`config.mk`:
```
export PLATFORM = sky130hd
export DESIGN_NAME = shift_pipe_param_flat
export DESIGN_NICKNAME = d
export VERILOG_FILES = /design/src/rtl/shift_pipe_param_if.sv /design/src/rtl/shift_pipe_param.sv /design/src/flat_wrapper.sv
export SDC_FILE = /design/constraint.sdc
export NUM_CORES = 1
export LEC_CHECK = 0
export CAP_MARGIN = 20
export CELL_PAD_IN_SITES_DETAIL_PLACEMENT = 1
export CELL_PAD_IN_SITES_GLOBAL_PLACEMENT = 2
export CORE_AREA = 10 10 172 207
export DETAILED_ROUTE_END_ITERATION = 6
export DIE_AREA = 0 0 182 217
export PLACE_DENSITY_LB_ADDON = 0.2
export SETUP_SLACK_MARGIN = 0.3
export SLEW_MARGIN = 30
export SYNTH_ARGS = -nofsm -noshare
export SYNTH_HDL_FRONTEND = slang
export SYNTH_SLANG_ARGS = --single-unit
```
`constraint.sdc`:
```
create_clock -name clock -period 1.94 [get_ports clock]
set_input_delay 0.194 -clock clock [delete_from_list [all_inputs] [get_ports clock]]
set_output_delay 0.194 -clock clock [all_outputs]
set_load 0.01 [all_outputs]
```
`src/rtl/shift_pipe_param_if.sv`:
```
// ---------------------------------------------------------------------------
// shift_pipe_param_if
// Handshake bundle for the pipelined barrel shifter.
//
// Upstream (op request):
//   in_valid  op presented             in_ready  shifter accepts this cycle
//   in_data   operand (WIDTH)          in_shamt  shift amount (LOGW)
//   in_op     00 SLL, 01 SRL, 10 SRA, 11 ROR
//   in_tag    opaque id (TAG_W), returned with the result
// Downstream (result):
//   out_valid result valid             out_ready consumer accepts
//   out_data  shifted result (WIDTH)   out_tag   tag of this result
//   out_zero  out_data == 0, qualified by out_valid
//
// Modports: slave = shifter side, master = producer/consumer side.
// ---------------------------------------------------------------------------
interface shift_pipe_param_if #(
    parameter int WIDTH = 32,
    parameter int TAG_W = 4
);
    localparam int LOGW = $clog2(WIDTH);

    logic             in_valid;
    logic             in_ready;
    logic [WIDTH-1:0] in_data;
    logic [LOGW-1:0]  in_shamt;
    logic [1:0]       in_op;
    logic [TAG_W-1:0] in_tag;

    logic             out_valid;
    logic             out_ready;
    logic [WIDTH-1:0] out_data;
    logic [TAG_W-1:0] out_tag;
    logic             out_zero;

    modport slave (
        input  in_valid, in_data, in_shamt, in_op, in_tag, out_ready,
        output in_ready, out_valid, out_data, out_tag, out_zero
    );

    modport master (
        output in_valid, in_data, in_shamt, in_op, in_tag, out_ready,
        input  in_ready, out_valid, out_data, out_tag, out_zero
    );
endinterface

```
`src/rtl/shift_pipe_param.sv`:
```
// ---------------------------------------------------------------------------
// shift_pipe_param
// Pipelined barrel shifter (SLL / SRL / SRA / optional ROR) for the ALU
// execute path. Stage k shifts by 2^k when shamt[k] is set, so an op takes
// LOGW = $clog2(WIDTH) register stages. Full valid/ready backpressure,
// 1 op/cycle throughput, bubbles collapse.
//
// Ports:
//   clock    rising-edge clock
//   reset_n  asynchronous active-low reset; clears every stage
//   bus      shift_pipe_param_if.slave (in_* request side, out_* result side)
//
// Build option:
//   SHIFT_PIPE_ROTATE_EN  when defined, op 11 rotates right by shamt;
//                         otherwise op 11 returns the operand unchanged.
// ---------------------------------------------------------------------------
module shift_pipe_param #(
    parameter int WIDTH = 32,
    parameter int TAG_W = 4
) (
    input  logic                clock,
    input  logic                reset_n,
    shift_pipe_param_if.slave   bus
);
    localparam int LOGW = $clog2(WIDTH);

    // Per-stage state: S0 .. S(LOGW-1)
    logic [LOGW-1:0]  r_vld;
    logic [WIDTH-1:0] r_data  [LOGW];
    logic [1:0]       r_op    [LOGW];
    logic [LOGW-1:0]  r_shamt [LOGW];
    logic [TAG_W-1:0] r_tag   [LOGW];
    logic             r_sign  [LOGW];

    logic [LOGW-1:0]  w_adv;

    // One stage's worth of shifting by a fixed amount.
    function automatic logic [WIDTH-1:0] f_stage_shift(
        input logic [WIDTH-1:0] data,
        input logic [1:0]       op,
        input logic             sign,
        input int unsigned      amt
    );
        logic [WIDTH-1:0] fill;
        // ones in the top amt bit positions
        fill = ~({WIDTH{1'b1}} >> amt);
        case (op)
            2'b00:   f_stage_shift = data << amt;
            2'b01:   f_stage_shift = data >> amt;
            2'b10:   f_stage_shift = (data >> amt) | (sign ? fill : '0);
`ifdef SHIFT_PIPE_ROTATE_EN
            default: f_stage_shift = (data >> amt) | (data << (WIDTH - amt));
`else
            default: f_stage_shift = data;
`endif
        endcase
    endfunction

    // A stage may advance when it, or any stage downstream of it, is empty,
    // or when the consumer takes the last stage. This is the unrolled form of
    // adv[k] = !v[k] | adv[k+1] and avoids a combinational chain through w_adv.
    always_comb begin
        w_adv = '0;
        for (int k = 0; k < LOGW; k++) begin
            w_adv[k] = bus.out_ready | (|(~r_vld >> k));
        end
    end

    always_ff @(posedge clock or negedge reset_n) begin
        if (!reset_n) begin
            r_vld <= '0;
            for (int k = 0; k < LOGW; k++) begin
                r_data[k]  <= '0;
                r_op[k]    <= '0;
                r_shamt[k] <= '0;
                r_tag[k]   <= '0;
                r_sign[k]  <= 1'b0;
            end
        end else begin
            // S0: capture the op, apply the 2^0 step, latch the SRA fill bit
            if (w_adv[0]) begin
                r_vld[0] <= bus.in_valid;
                if (bus.in_valid) begin
                    r_data[0]  <= bus.in_shamt[0]
                                ? f_stage_shift(bus.in_data, bus.in_op, bus.in_data[WIDTH-1], 1)
                                : bus.in_data;
                    r_op[0]    <= bus.in_op;
                    r_shamt[0] <= bus.in_shamt;
                    r_tag[0]   <= bus.in_tag;
                    r_sign[0]  <= bus.in_data[WIDTH-1];
                end
            end
            // S1 .. S(LOGW-1): apply the 2^k step from the previous stage
            for (int k = 1; k < LOGW; k++) begin
                if (w_adv[k]) begin
                    r_vld[k] <= r_vld[k-1];
                    if (r_vld[k-1]) begin
                        r_data[k]  <= r_shamt[k-1][k]
                                    ? f_stage_shift(r_data[k-1], r_op[k-1], r_sign[k-1], 1 << k)
                                    : r_data[k-1];
                        r_op[k]    <= r_op[k-1];
                        r_shamt[k] <= r_shamt[k-1];
                        r_tag[k]   <= r_tag[k-1];
                        r_sign[k]  <= r_sign[k-1];
                    end
                end
            end
        end
    end

    assign bus.in_ready  = w_adv[0];
    assign bus.out_valid = r_vld[LOGW-1];
    assign bus.out_data  = r_data[LOGW-1];
    assign bus.out_tag   = r_tag[LOGW-1];
    assign bus.out_zero  = (r_data[LOGW-1] == '0);

endmodule

```
`src/flat_wrapper.sv`:
```
// flat-port wrapper written by rule: the top's interface ports become plain ports
module shift_pipe_param_flat 
#(
    parameter int WIDTH = 32,
    parameter int TAG_W = 4
)
  (clock, reset_n, bus_in_valid, bus_in_data, bus_in_shamt, bus_in_op, bus_in_tag, bus_out_ready, bus_in_ready, bus_out_valid, bus_out_data, bus_out_tag, bus_out_zero);
  shift_pipe_param_if #(.WIDTH(WIDTH), .TAG_W(TAG_W)) bus_i ();
  input  logic clock;
  input  logic reset_n;
  input wire logic [$bits(bus_i.in_valid)-1:0] bus_in_valid;
  input wire logic [$bits(bus_i.in_data)-1:0] bus_in_data;
  input wire logic [$bits(bus_i.in_shamt)-1:0] bus_in_shamt;
  input wire logic [$bits(bus_i.in_op)-1:0] bus_in_op;
  input wire logic [$bits(bus_i.in_tag)-1:0] bus_in_tag;
  input wire logic [$bits(bus_i.out_ready)-1:0] bus_out_ready;
  output wire logic [$bits(bus_i.in_ready)-1:0] bus_in_ready;
  output wire logic [$bits(bus_i.out_valid)-1:0] bus_out_valid;
  output wire logic [$bits(bus_i.out_data)-1:0] bus_out_data;
  output wire logic [$bits(bus_i.out_tag)-1:0] bus_out_tag;
  output wire logic [$bits(bus_i.out_zero)-1:0] bus_out_zero;
  assign bus_i.in_valid = bus_in_valid;
  assign bus_i.in_data = bus_in_data;
  assign bus_i.in_shamt = bus_in_shamt;
  assign bus_i.in_op = bus_in_op;
  assign bus_i.in_tag = bus_in_tag;
  assign bus_i.out_ready = bus_out_ready;
  assign bus_in_ready = bus_i.in_ready;
  assign bus_out_valid = bus_i.out_valid;
  assign bus_out_data = bus_i.out_data;
  assign bus_out_tag = bus_i.out_tag;
  assign bus_out_zero = bus_i.out_zero;
  shift_pipe_param #(.WIDTH(WIDTH), .TAG_W(TAG_W)) u_core (.clock(clock), .reset_n(reset_n), .bus(bus_i));
endmodule
```
Word-level counts from Yosys, hierarchy flattened
Index checks and enable logic that the tools add are counted.

word-level totals
  output and inout bits = 39
  flip-flop bits (word level) = 217
  word-level logic and storage cells = 78

cells by class
  equality and inequality tests = 10
  bitwise gates (word level) = 11
  reductions and logical operators = 15
  mux-type cells = 15

operators with widths
  kind                                            number
  one-hot mux 32 bit (3 select lines)             5
  2-to-1 mux 32 bit                               10
  zero test 32 bit                                1
  OR 16 x 32 -> 32 bit                            1
  OR 24 x 32 -> 32 bit                            1
  OR 28 x 32 -> 32 bit                            1
  OR 30 x 32 -> 32 bit                            1
  OR 31 x 32 -> 32 bit                            1
  == test 2 x 1 -> 1 bit (second input constant)  5
  == test 2 bit (second input constant)           5
  zero test 2 bit                                 5
  AND reduction 2 bit                             5
  inverter 5 bit                                  1
  OR 1 bit                                        5
  OR reduction 5 bit                              1
  OR reduction 4 bit                              1
  OR reduction 3 bit                              1
  OR reduction 2 bit                              1

Depth between registers and ports, before layout
Gate-level depths: netlist of the first run.

  word-level depth = 4
  depth in mapped cells = 7

Least setup slack after synthesis of the first run
OpenSTA, ideal clock, no wires.

  path type = reg-to-reg
  start point = register u_core.r_vld[4]
  end point = register u_core.r_op[9] (netlist name)
  required time = 1.812 ns
  setup slack = 0.419 ns
  cell stages (with the launch flop) = 6
  arrival = 1.393 ns
  path buffers = 2
  cells stage by stage = dfrtp_1 nand4b_4 o21ai_2 buf_4 buf_6 mux2_1

between the ends
  longest elaborated chain between the ends = 4

RTL lines
  what                                  RTL line                 source
  start, declared                       shift_pipe_param.sv:28   logic [LOGW-1:0] r_vld;
  start signal, assigned by index       shift_pipe_param.sv:96   r_vld[k] <= r_vld[k-1];
  inverter 5 bit                        shift_pipe_param.sv:65   w_adv[k] = bus.out_ready | (|(~r_vld >> k));
  OR reduction 5 bit                    shift_pipe_param.sv:65
  OR 1 bit                              shift_pipe_param.sv:65
  AND reduction 2 bit (no source line)  --
  end signal, assigned by index         shift_pipe_param.sv:101  r_op[k] <= r_op[k-1];
  end, declared                         shift_pipe_param.sv:30   logic [1:0] r_op [LOGW];

Every way passes these cells.
A chain may end at the register's enable or synchronous reset.

Worst setup path in the final report of the first run
  start point = register u_core.r_data (netlist bit u_core.bus.out_data[9])
  end point = output bus_out_zero

between the ends
  longest elaborated chain between the ends = 1

RTL lines
  what                             RTL line                 source
  start, declared                  shift_pipe_param.sv:29   logic [WIDTH-1:0] r_data [LOGW];
  start signal, assigned by index  shift_pipe_param.sv:98   r_data[k] <= r_shamt[k-1][k]
  zero test 32 bit                 shift_pipe_param.sv:115  assign bus.out_zero = (r_data[LOGW-1] == '0);
  end, declared                    flat_wrapper.sv:21       output wire logic [$bits(bus_i.out_zero)-1:0] bus_out_zero;

Every way passes these cells.

==> impl_metrics.py, run 1 <==
metrics = {
    "setup_path": {
        "critPathArrivalTime_ns": 1.75,
        "r2r-start": "u_core.r_vld[4]",
        "startpoint_type": "flop",
        "cp_max_fo": 3,
        "cp.depth": 5,
        "cpLargestDelayFamily": "simple AND/OR/NAND/NOR gates",
        "cp-end-kind": "output pin",
        "cp_num_buf_inv": 2,
        "cpMaxStageDelayCell": "dfrtp_1",
        "path_class": "reg -> out",
        "slowest_delay_ns": 0.40,
        "reg2regPathDepth": 11,
        "startpoint": "u_core.bus.out_data[9]",
        "crit_chain": "nor4_2, buf_4, nand4_1, nor2_1, buf_2",
        "required_ns": 1.75,
    },
    "placement": {
        "place_inst": 1677,
        "dp.final_hpwl_um": 26370,
        "gp_congestion": 0.8380,
        "pre_cts_slack_ns": 0.06405,
        "port-buffer-count": 85,
    },
    "clocking": {
        "cts.sinks": 207,
        "cts_tree": "done",
        "clk_latency_ns": 0.54,
        "cts_inserted_buffers": 23,
        "clock_path_buffers": 3,
        "htreeDepth": 1,
        "cts_root_buf": "clkbuf_16",
        "cts.clk_slew.worst_paths_ns": 0.06,
    },
    "yosys": {
        "ys_types": 50,
        "syn_nets": 1305,
        "yosysSeqAreaShare_pct": 43.88,
        "yosysWarnings": 0,
        "syn_area_mm2": 0.01181,
        "postSynthCellCount": 1258,
        "ys_ff_latch": 207,
        "syn_area_per_cell_um2": 9.384,
    },
    "layout": {
        "area_growth_pct": 39.94,
        "finish.cell_count_without_fillers": 1809,
        "final_nets": 1435,
        "drive_above_1_share_pct": 32.74,
        "layout_commonest_cell": "dfrtp_1",
        "antennaDiodeCount": 0,
        "nFillCells": 3380,
        "layout_common_cells": "dfrtp_1 (199), nand2_1 (133), buf_4 (78)",
        "multi_input_area_mm2": 0.006725,
        "seqCellArea_mm2": 0.005190,
    },
    "detailed_routing": {
        "ant_nets": 0,
        "detail_route.drc_violations": 0,
        "vias_per_cell": 5.864,
        "vias": 10610,
        "wl_per_cell_um": 23.60,
        "first_iter_violations": 731,
        "first_pass_iters": 6,
        "wl_um": 42690,
    },
    "power": {
        "p_clk_share_pct": 18.8,
        "power_frac_comb_pct": 46.5,
        "switching_share_pct": 41.18,
        "ir_worst_vdd_mv": 0.7676,
        "power_frac_seq_pct": 34.7,
        "power.switching_mw": 9.509,
        "p_int_mw": 13.58,
        "cellLeakagePower_nw": 7.309,
        "p_per_area_mw_per_mm2": 1398,
    },
    "timing": {
        "finalCriticalPeriod_ns": 1.943,
        "setup_ws_ns": -0.002668,
        "finalClockSkew_ns": 0.02429,
        "rsz0062_at_grt": "true",
        "slew_violations": 0,
        "post-route-period-util_pct": 100.1,
        "worstMarginPinSlew_ns": 0.5409,
        "relSlewSlack_pct": 63.94,
        "hold_viol": 0,
        "finalSetupTns_ns": -0.002668,
        "setup_viol": 1,
        "fmax_mhz": 514.8,
    },
    "global_routing": {
        "antenna_found_initial": 0,
        "grt_max_degree": 64,
        "track_usage_pct": 18.56,
        "grt_pass1_vias": 10680,
        "grt_pass1_wl_um": 60710,
        "gr-total-overflow": 0,
    },
    "floorplanning": {
        "initial_core_util_pct": 37.33,
        "fp-row-count": 72,
        "coreArea_mm2": 0.03162,
        "die_h_um": 217,
        "die_x_um": 182,
        "io-pin-count": 86,
        "dieArea_mm2": 0.03949,
    },
    "hold_path": {
        "hp-class": "in -> async",
    },
    "run_status": {
        "outcome": "finished, violations left",
        "failed_checks": "setup timing",
    },
    "run": {
        "drv_cap": 0,
    },
}
-- layer usage --
| layer | up-vias | global-route usage (%) | wire length (um) |
|---|---|---|---|
| met5 | - | 0 | 0 |
| met4 | 0 | 5.050 | 1583 |
| met3 | 81 | 2.025 | 1262 |
| met2 | 231 | 36.35 | 23950 |
| met1 | 5368 | 20.49 | 15900 |
| li1 | 4928 | - | - |
-- synth_stat cells (all sizes together) --
cell     number  area share (%)
dfrtp       207              44
or2           3            0.16
nor2         11            0.49
a21boi        2            0.16
a211o         2            0.15
a21o         11            0.70
nand2b       12            0.64
a22o         48             3.6
nand4         2            0.11
clkbuf       48             1.5
nand3b        3            0.19
nor2b        16            0.85
nor4          8            0.42
a221oi       12            0.89
o22ai        69             3.7
nor3b         2            0.13
nand4b        1            0.20
a32oi        10            0.74
a21bo         1           0.085
clkinv        1           0.032
and2          1           0.053
o2bb2ai      66             4.9
mux2         48             4.6
xor2          2            0.21
a222oi       32             2.7
mux2i        50             4.2
nor3          2            0.13
inv          18            0.57
o21bai        2            0.13
a211oi       12            0.76
buf         106             6.0
xnor2         1           0.074
nand2       225             7.2
a21oi        54             2.3
o21ai       146             6.3
o22a          4            0.30
o211ai        2            0.13
o21a          2            0.13
a31oi        16            0.85
-- worst paths after layout --
kind	end	slack [ns]
setup / recovery	bus_out_zero	-0.003
hold / removal	u_core.bus.out_data[26]	0.09
setup reg to reg	u_core.r_data[87]	0.11
hold reg to reg	u_core.bus.out_data[26]	0.50
max in group asynchronous	u_core.r_data[115]	1.13
min in group clock	u_core.r_tag[16]	0.28
-- layout make-up --
cell class	count	area share (%)
Multi-Input combinational cell	879	40.71
Sequential cell	207	31.42
Timing Repair Buffer	258	19.84
Clock buffer	33	4.014
Tap cell	407	3.083
Inverter	19	0.4999
Clock inverter	6	0.4393
-- registers in the layout, indices dropped and copies added (netlist names) --
name and cells:
u_core.bus.out_data 32, u_core.bus.out_tag 4, u_core.r_data 128, u_core.r_op 8, u_core.r_shamt 10, u_core.r_sign 4
u_core.r_tag 16, u_core.r_vld 5
-- stage by stage --
step / total power [mW] / cell area, um2 / util, % / hold WS, ns
final: 23.09 / 16520 / 52.24 / 0.09034
after floorplan: 12.88 / 11810 / - / -0.1016
after detailed placement: 16.29 / 13160 / 41.62 / 0.09295
after global routing: 24.45 / 16520 / 52.24 / 0.1030
after CTS: 21.38 / 14860 / 46.99 / 0.08502
after global placement: 16.06 / 13160 / 41.62 / 0.09221
-- logic make-up after synthesis --
logic type | after synthesis | synth area share (%)
xor+xnor | 3 | 0.2862
compound gates | 491 | 28.42
flops | 207 | 43.88
mux | 98 | 8.818
buf+inv | 173 | 8.087
simple gates | 286 | 10.51
-- power by group through the flow --
| stage | Clock [mW] | Combinational (mW) | Sequential [mW] |
|---|---|---|---|
| 6_report | 4.34 | 10.7 | 8.01 |
| 5_1_grt | 4.64 | 11.6 | 8.19 |
| 4_1_cts | 4.43 | 9.19 | 7.77 |
| 3_5_place_dp | 0 | 8.50 | 7.79 |
| 3_3_place_gp | 0 | 8.34 | 7.73 |
| 2_1_floorplan | 0 | 5.94 | 6.93 |
-- repair_timing --
action / 4_1_cts / 5_1_grt
gates cloned: 11 / 28
setup buffers: 23 / 30
hold buffers: 1 / 0
endpoints found under the hold margin: 207 / 0
endpoints found under the setup margin: 103 / 148
gates resized for setup: 221 / 234
pin swaps: 43 / 46
Note: power is estimated with default switching activity, not from simulation.
==> run 2, diff against run 1 <==
--- a/config.mk
+++ b/config.mk
@@ -8,9 +8,9 @@
 export CAP_MARGIN = 20
 export CELL_PAD_IN_SITES_DETAIL_PLACEMENT = 1
 export CELL_PAD_IN_SITES_GLOBAL_PLACEMENT = 2
-export CORE_AREA = 10 10 172 207
+export CORE_AREA = 10 10 188 190
 export DETAILED_ROUTE_END_ITERATION = 6
-export DIE_AREA = 0 0 182 217
+export DIE_AREA = 0 0 198 200
 export PLACE_DENSITY_LB_ADDON = 0.2
 export SETUP_SLACK_MARGIN = 0.3
 export SLEW_MARGIN = 30
==> impl_metrics.py, run 2 (synthesis gave the netlist of run 1 again) <==
metrics = {
    "floorplanning": {
        "io-pin-count": 86,
        "coreArea_mm2": 0.03139,
        "die_h_um": 200,
        "initial_core_util_pct": 37.60,
        "dieArea_mm2": 0.03960,
        "fp-row-count": 65,
        "die_x_um": 198,
    },
    "detailed_routing": {
        "detail_route.drc_violations": 13,
        "vias": 10550,
        "first_pass_iters": 7,
        "ant_nets": 0,
        "vias_per_cell": 5.900,
        "wl_um": 41210,
        "first_iter_violations": 842,
        "wl_per_cell_um": 23.05,
    },
    "setup_path": {
        "path_class": "reg -> out",
        "required_ns": 1.75,
        "cp-end-kind": "output pin",
        "critPathArrivalTime_ns": 1.71,
        "startpoint_type": "flop",
        "cp_max_fo": 2,
    },
    "layout": {
        "final_nets": 1414,
        "utilization_pct": 51.80,
        "layout_common_cells": "dfrtp_1 (199), nand2_1 (181), o21ai_0 (66), buf_4 (66), o2bb2ai_1 (64)",
        "drive_above_1_share_pct": 30.09,
        "largest_reg_flops": 128,
        "regMostFlops": "u_core.r_data",
        "layout_commonest_cell": "dfrtp_1",
        "area_growth_pct": 37.74,
        "finalInstanceArea_mm2": 0.01626,
        "antennaDiodeCount": 0,
    },
    "placement": {
        "dp.final_hpwl_um": 25950,
        "port-buffer-count": 85,
        "gp_congestion": 0.8237,
        "dpl-instance-area_mm2": 0.01302,
    },
    "timing": {
        "finalCriticalPeriod_ns": 1.905,
        "relSlewSlack_pct": 57.50,
        "slew_violations": 0,
        "worstMarginPinSlew_ns": 0.6375,
        "rsz0062_at_grt": "true",
        "finalClockSkew_ns": 0.01339,
        "post-route-period-util_pct": 98.18,
        "hold_viol": 0,
        "fmax_mhz": 525.0,
        "setup_viol": 0,
    },
    "power": {
        "p_clk_share_pct": 22.8,
        "p_int_mw": 14.29,
        "power_frac_seq_pct": 33.8,
        "cellLeakagePower_nw": 7.132,
        "p_per_area_mw_per_mm2": 1462,
        "ir_worst_vdd_mv": 0.8786,
        "switching_share_pct": 39.91,
        "power_frac_comb_pct": 43.4,
        "power.switching_mw": 9.488,
    },
    "global_routing": {
        "grt_max_degree": 65,
        "gr-total-overflow": 0,
        "antenna_found_initial": 0,
        "track_usage_pct": 18.58,
        "grt_pass1_wl_um": 59730,
        "grt_pass1_vias": 10370,
    },
    "run_status": {
        "outcome": "finished, violations left",
        "failed_checks": "DRC",
    },
    "run": {
        "drv_cap": 0,
    },
    "clocking": {
        "cts.sinks": 207,
        "cts_inserted_buffers": 25,
        "cts_root_buf": "clkbuf_16",
        "clock_path_buffers": 3,
        "cts_tree": "done",
        "cts.clk_slew.worst_paths_ns": 0.06,
        "clk_latency_ns": 0.54,
        "htreeDepth": 1,
    },
    "hold_path": {
        "hp-class": "in -> async",
    },
}
[run 2: final cells by class]
type	count	area [um2]
fill	3346	15130
sequential	207	5190
multi-input combinational	878	6594
inverter	19	78.83
clock buffer	28	666.9
tap	402	503.0
clock inverter	18	296.5
timing repair buffer	235	2924
timing repair inverter	1	7.507
[run 2: power by group through the flow]
| stage | clock network (mW) | registers (mW) | logic [mW] |
|---|---|---|---|
| 3_3_place_gp | 0 | 7.79 | 7.98 |
| 2_1_floorplan | 0 | 6.93 | 5.94 |
| 6_report | 5.43 | 8.03 | 10.3 |
| 5_1_grt | 5.73 | 8.22 | 11.2 |
| 3_5_place_dp | 0 | 7.83 | 8.17 |
| 4_1_cts | 5.52 | 7.82 | 8.75 |
[run 2: worst paths after layout]
kind / startpoint / endpoint / slack (ns) / cells past startpoint
min in group clock: bus_in_tag[0] / u_core.r_tag[16] / 0.27 / 2
hold reg to reg: u_core.r_tag[13] / u_core.r_tag[9] / 0.48 / 2
hold / removal: reset_n / u_core.bus.out_data[30] / 0.17 / 2
setup / recovery: u_core.bus.out_data[21] / bus_out_zero / 0.04 / 5
setup reg to reg: u_core.r_shamt[17] / u_core.r_data[93] / 0.07 / 5
max in group asynchronous: reset_n / u_core.r_op[4] / 0.92 / 3
[run 2: critical path, stage by stage, from the launching register on]
cell     delay [ns]
dfrtp_1        0.39
nor4_2         0.28
buf_4          0.15
nand4_1        0.10
nor2_1         0.11
buf_2          0.14
[run 2: timing repair]
item / CTS / global route
pin swaps: 11 / 58
buffers inserted: 24 / 25
hold endpoints to repair: 107 / 0
hold buffers: 1 / 0
endpoints found under the setup margin: 100 / 137
gates cloned: 11 / 22
gates resized for setup: 110 / 276
[run 2: per-layer routing]
| metal | routed length (um) | vias to the layer above | part of all wire (%) | global-route usage [%] |
|---|---|---|---|---|
| met2 | 21220 | 241 | 51 | 33.08 |
| met3 | 1263 | 78 | 3.1 | 1.691 |
| met1 | 17400 | 5342 | 42 | 23.49 |
| met5 | 0 | - | 0 | 0 |
| met4 | 1321 | 0 | 3.2 | 5.438 |
| li1 | - | 4889 | - | - |
[run 2: stage by stage]
stage | hold WS, ns | setup TNS [ns] | setup slack [ns] | total power [mW] | cells
after floorplan | -0.1016 | 0 | 0.4191 | 12.88 | 1258
after global placement | 0.1674 | 0 | 0.07779 | 15.76 | 1659
after detailed placement | 0.1635 | 0 | 0.03044 | 16.00 | 1659
after CTS | 0.1574 | 0 | 0.005469 | 22.09 | 1741
after global routing | 0.1822 | -0.05966 | -0.05966 | 25.13 | 1788
final | 0.1665 | 0 | 0.03524 | 23.77 | 1788
==> run 3, diff against run 2 <==
--- a/config.mk
+++ b/config.mk
@@ -5,13 +5,13 @@
 export SDC_FILE = /design/constraint.sdc
 export NUM_CORES = 1
 export LEC_CHECK = 0
-export CAP_MARGIN = 20
 export CELL_PAD_IN_SITES_DETAIL_PLACEMENT = 1
 export CELL_PAD_IN_SITES_GLOBAL_PLACEMENT = 2
-export CORE_AREA = 10 10 188 190
+export CORE_AREA = 10 10 185 187
+export CTS_BUF_LIST = sky130_fd_sc_hd__clkbuf_2 sky130_fd_sc_hd__clkbuf_4 sky130_fd_sc_hd__clkbuf_8
 export DETAILED_ROUTE_END_ITERATION = 6
-export DIE_AREA = 0 0 198 200
-export PLACE_DENSITY_LB_ADDON = 0.2
+export DIE_AREA = 0 0 195 197
+export PLACE_DENSITY = 0.8
 export SETUP_SLACK_MARGIN = 0.3
 export SLEW_MARGIN = 30
 export SYNTH_ARGS = -nofsm -noshare
==> impl_metrics.py, run 3 (synthesis gave the netlist of run 1 again) <==
metrics = {
    "clocking": {
        "cts_root_buf": "clkbuf_8",
        "cts.sinks": 207,
        "cts_inserted_buffers": 40,
        "cts_tree": "done",
        "clk_latency_ns": 0.57,
        "htreeDepth": 2,
        "clock_path_buffers": 3,
        "cts.clk_slew.worst_paths_ns": 0.06,
    },
    "floorplanning": {
        "fp-row-count": 64,
        "coreArea_mm2": 0.03043,
        "io-pin-count": 86,
        "dieArea_mm2": 0.03842,
        "initial_core_util_pct": 38.80,
        "die_x_um": 195,
        "die_h_um": 197,
    },
    "hold_path": {
        "hp-class": "in -> async",
    },
    "power": {
        "power_frac_seq_pct": 34.3,
        "p_int_mw": 13.80,
        "power.switching_mw": 9.642,
        "ir_worst_vdd_mv": 0.5947,
        "cellLeakagePower_nw": 7.458,
        "switching_share_pct": 41.13,
        "p_per_area_mw_per_mm2": 1408,
        "p_clk_share_pct": 21.0,
        "power_frac_comb_pct": 44.7,
    },
    "run_status": {
        "failed_checks": "DRC",
        "outcome": "finished, violations left",
    },
    "global_routing": {
        "antenna_found_initial": 0,
        "gr-total-overflow": 0,
        "track_usage_pct": 20.18,
        "grt_max_degree": 65,
        "grt_pass1_wl_um": 64030,
        "grt_pass1_vias": 11060,
    },
    "layout": {
        "layout_commonest_cell": "dfrtp_1",
        "antennaDiodeCount": 0,
        "nFillCells": 3267,
        "largest_reg_flops": 128,
        "final_nets": 1470,
        "layout_common_cells": "dfrtp_1 (200), nand2_1 (161), buf_4 (92)",
        "multi_input_area_mm2": 0.006623,
        "drive_above_1_share_pct": 33.68,
        "regMostFlops": "u_core.r_data",
        "area_growth_pct": 41.01,
        "seqCellArea_mm2": 0.005189,
    },
    "setup_path": {
        "startpoint_type": "flop",
        "r2r-start": "u_core.r_vld[4]",
        "critPathArrivalTime_ns": 1.75,
        "path_class": "reg -> out",
        "startpoint": "u_core.bus.out_data[21]",
        "required_ns": 1.75,
        "cp_max_fo": 2,
        "cp-end-kind": "output pin",
        "reg2regPathDepth": 10,
    },
    "detailed_routing": {
        "vias_per_cell": 5.984,
        "first_pass_iters": 7,
        "first_iter_violations": 1010,
        "ant_nets": 0,
        "wl_per_cell_um": 23.95,
        "vias": 11080,
        "detail_route.drc_violations": 7,
        "wl_um": 44340,
    },
    "timing": {
        "rsz0062_at_grt": "true",
        "finalClockSkew_ns": 0.04539,
        "worstMarginPinSlew_ns": 0.5178,
        "hold_viol": 0,
        "fmax_mhz": 515.5,
        "finalCriticalPeriod_ns": 1.940,
        "setup_ws_ns": 0.0002721,
        "slew_violations": 0,
        "holdWs_ns": 0.1391,
        "setup_viol": 0,
        "relSlewSlack_pct": 65.32,
        "post-route-period-util_pct": 99.99,
    },
    "placement": {
        "pre_cts_slack_ns": 0.01756,
        "dp.final_hpwl_um": 25450,
        "port-buffer-count": 85,
        "gp_congestion": 0.8662,
    },
    "run": {
        "drv_cap": 0,
    },
}
## run 3: cell count changes in the layout (fill, tap and decap cells not counted), sizes merged
cell | previous run | this run
nor2b | 16 | 17
dlymetal6s2s | 1 | 0
bufinv | 7 | 1
clkbuf | 45 | 73
clkinv | 7 | 5
clkdlybuf4s50 | 45 | 46
buf | 136 | 186
clkinvlp | 4 | 1
inv | 20 | 21
## run 3: worst paths after layout
path	end	slack, ns
worst min register to register	u_core.r_tag[9]	0.49
max in group asynchronous	u_core.r_data[109]	1.11
min in group clock	u_core.r_tag[16]	0.24
worst min-delay path	u_core.bus.out_data[19]	0.14
worst max register to register	u_core.r_shamt[19]	0.0003
worst max-delay path	bus_out_zero	0.0003
## run 3: per-layer routing
metal | track usage (%) | up-vias | part of all wire, %
met5 | 0 | - | 0
met4 | 5.854 | 0 | 3.0
met3 | 2.427 | 91 | 4.3
met2 | 36.13 | 331 | 52
met1 | 24.91 | 5640 | 41
li1 | - | 5014 | -
## run 3: power groups by stage
stage	clock network [mW]	registers [mW]	logic, mW
2_1_floorplan	0	6.93	5.94
4_1_cts	4.97	7.81	9.16
5_1_grt	5.24	8.20	11.3
3_3_place_gp	0	7.72	8.07
6_report	4.93	8.03	10.5
3_5_place_dp	0	7.79	8.27
## run 3: cell type report
type / instances / area share, %
multi-input cells: 879 / 39.78
well taps: 396 / 2.977
inverters: 19 / 0.4510
flip-flops and latches: 207 / 31.17
repair buffers: 276 / 20.11
clock buffers: 65 / 4.961
clock inverters: 9 / 0.5487
## run 3: metrics by stage
step / cells / util, % / power, mW / setup TNS [ns] / area [um2]
after floorplan: 1258 / - / 12.88 / 0 / 11810
after global placement: 1662 / 43.11 / 15.80 / 0 / 13120
after detailed placement: 1662 / 43.11 / 16.05 / 0 / 13120
after CTS: 1795 / 51.00 / 21.94 / -0.04763 / 15520
after global routing: 1851 / 54.70 / 24.79 / -0.9612 / 16650
final: 1851 / 54.70 / 23.44 / 0 / 16650
## run 3: timing repair
item / CTS / global route
pin swaps: 24 / 30
setup endpoints to repair: 129 / 136
buffers inserted: 37 / 49
hold endpoints to repair: 190 / 0
gates cloned: 21 / 7
hold buffers: 1 / 0
gates resized for setup: 243 / 163
## run 3: worst max-delay path, stage by stage, from the launching register on
cell and delay, ns:
dfrtp_1 0.39, nor4_2 0.31, buf_4 0.16, nand4_1 0.09
nor2_1 0.10, buf_2 0.14
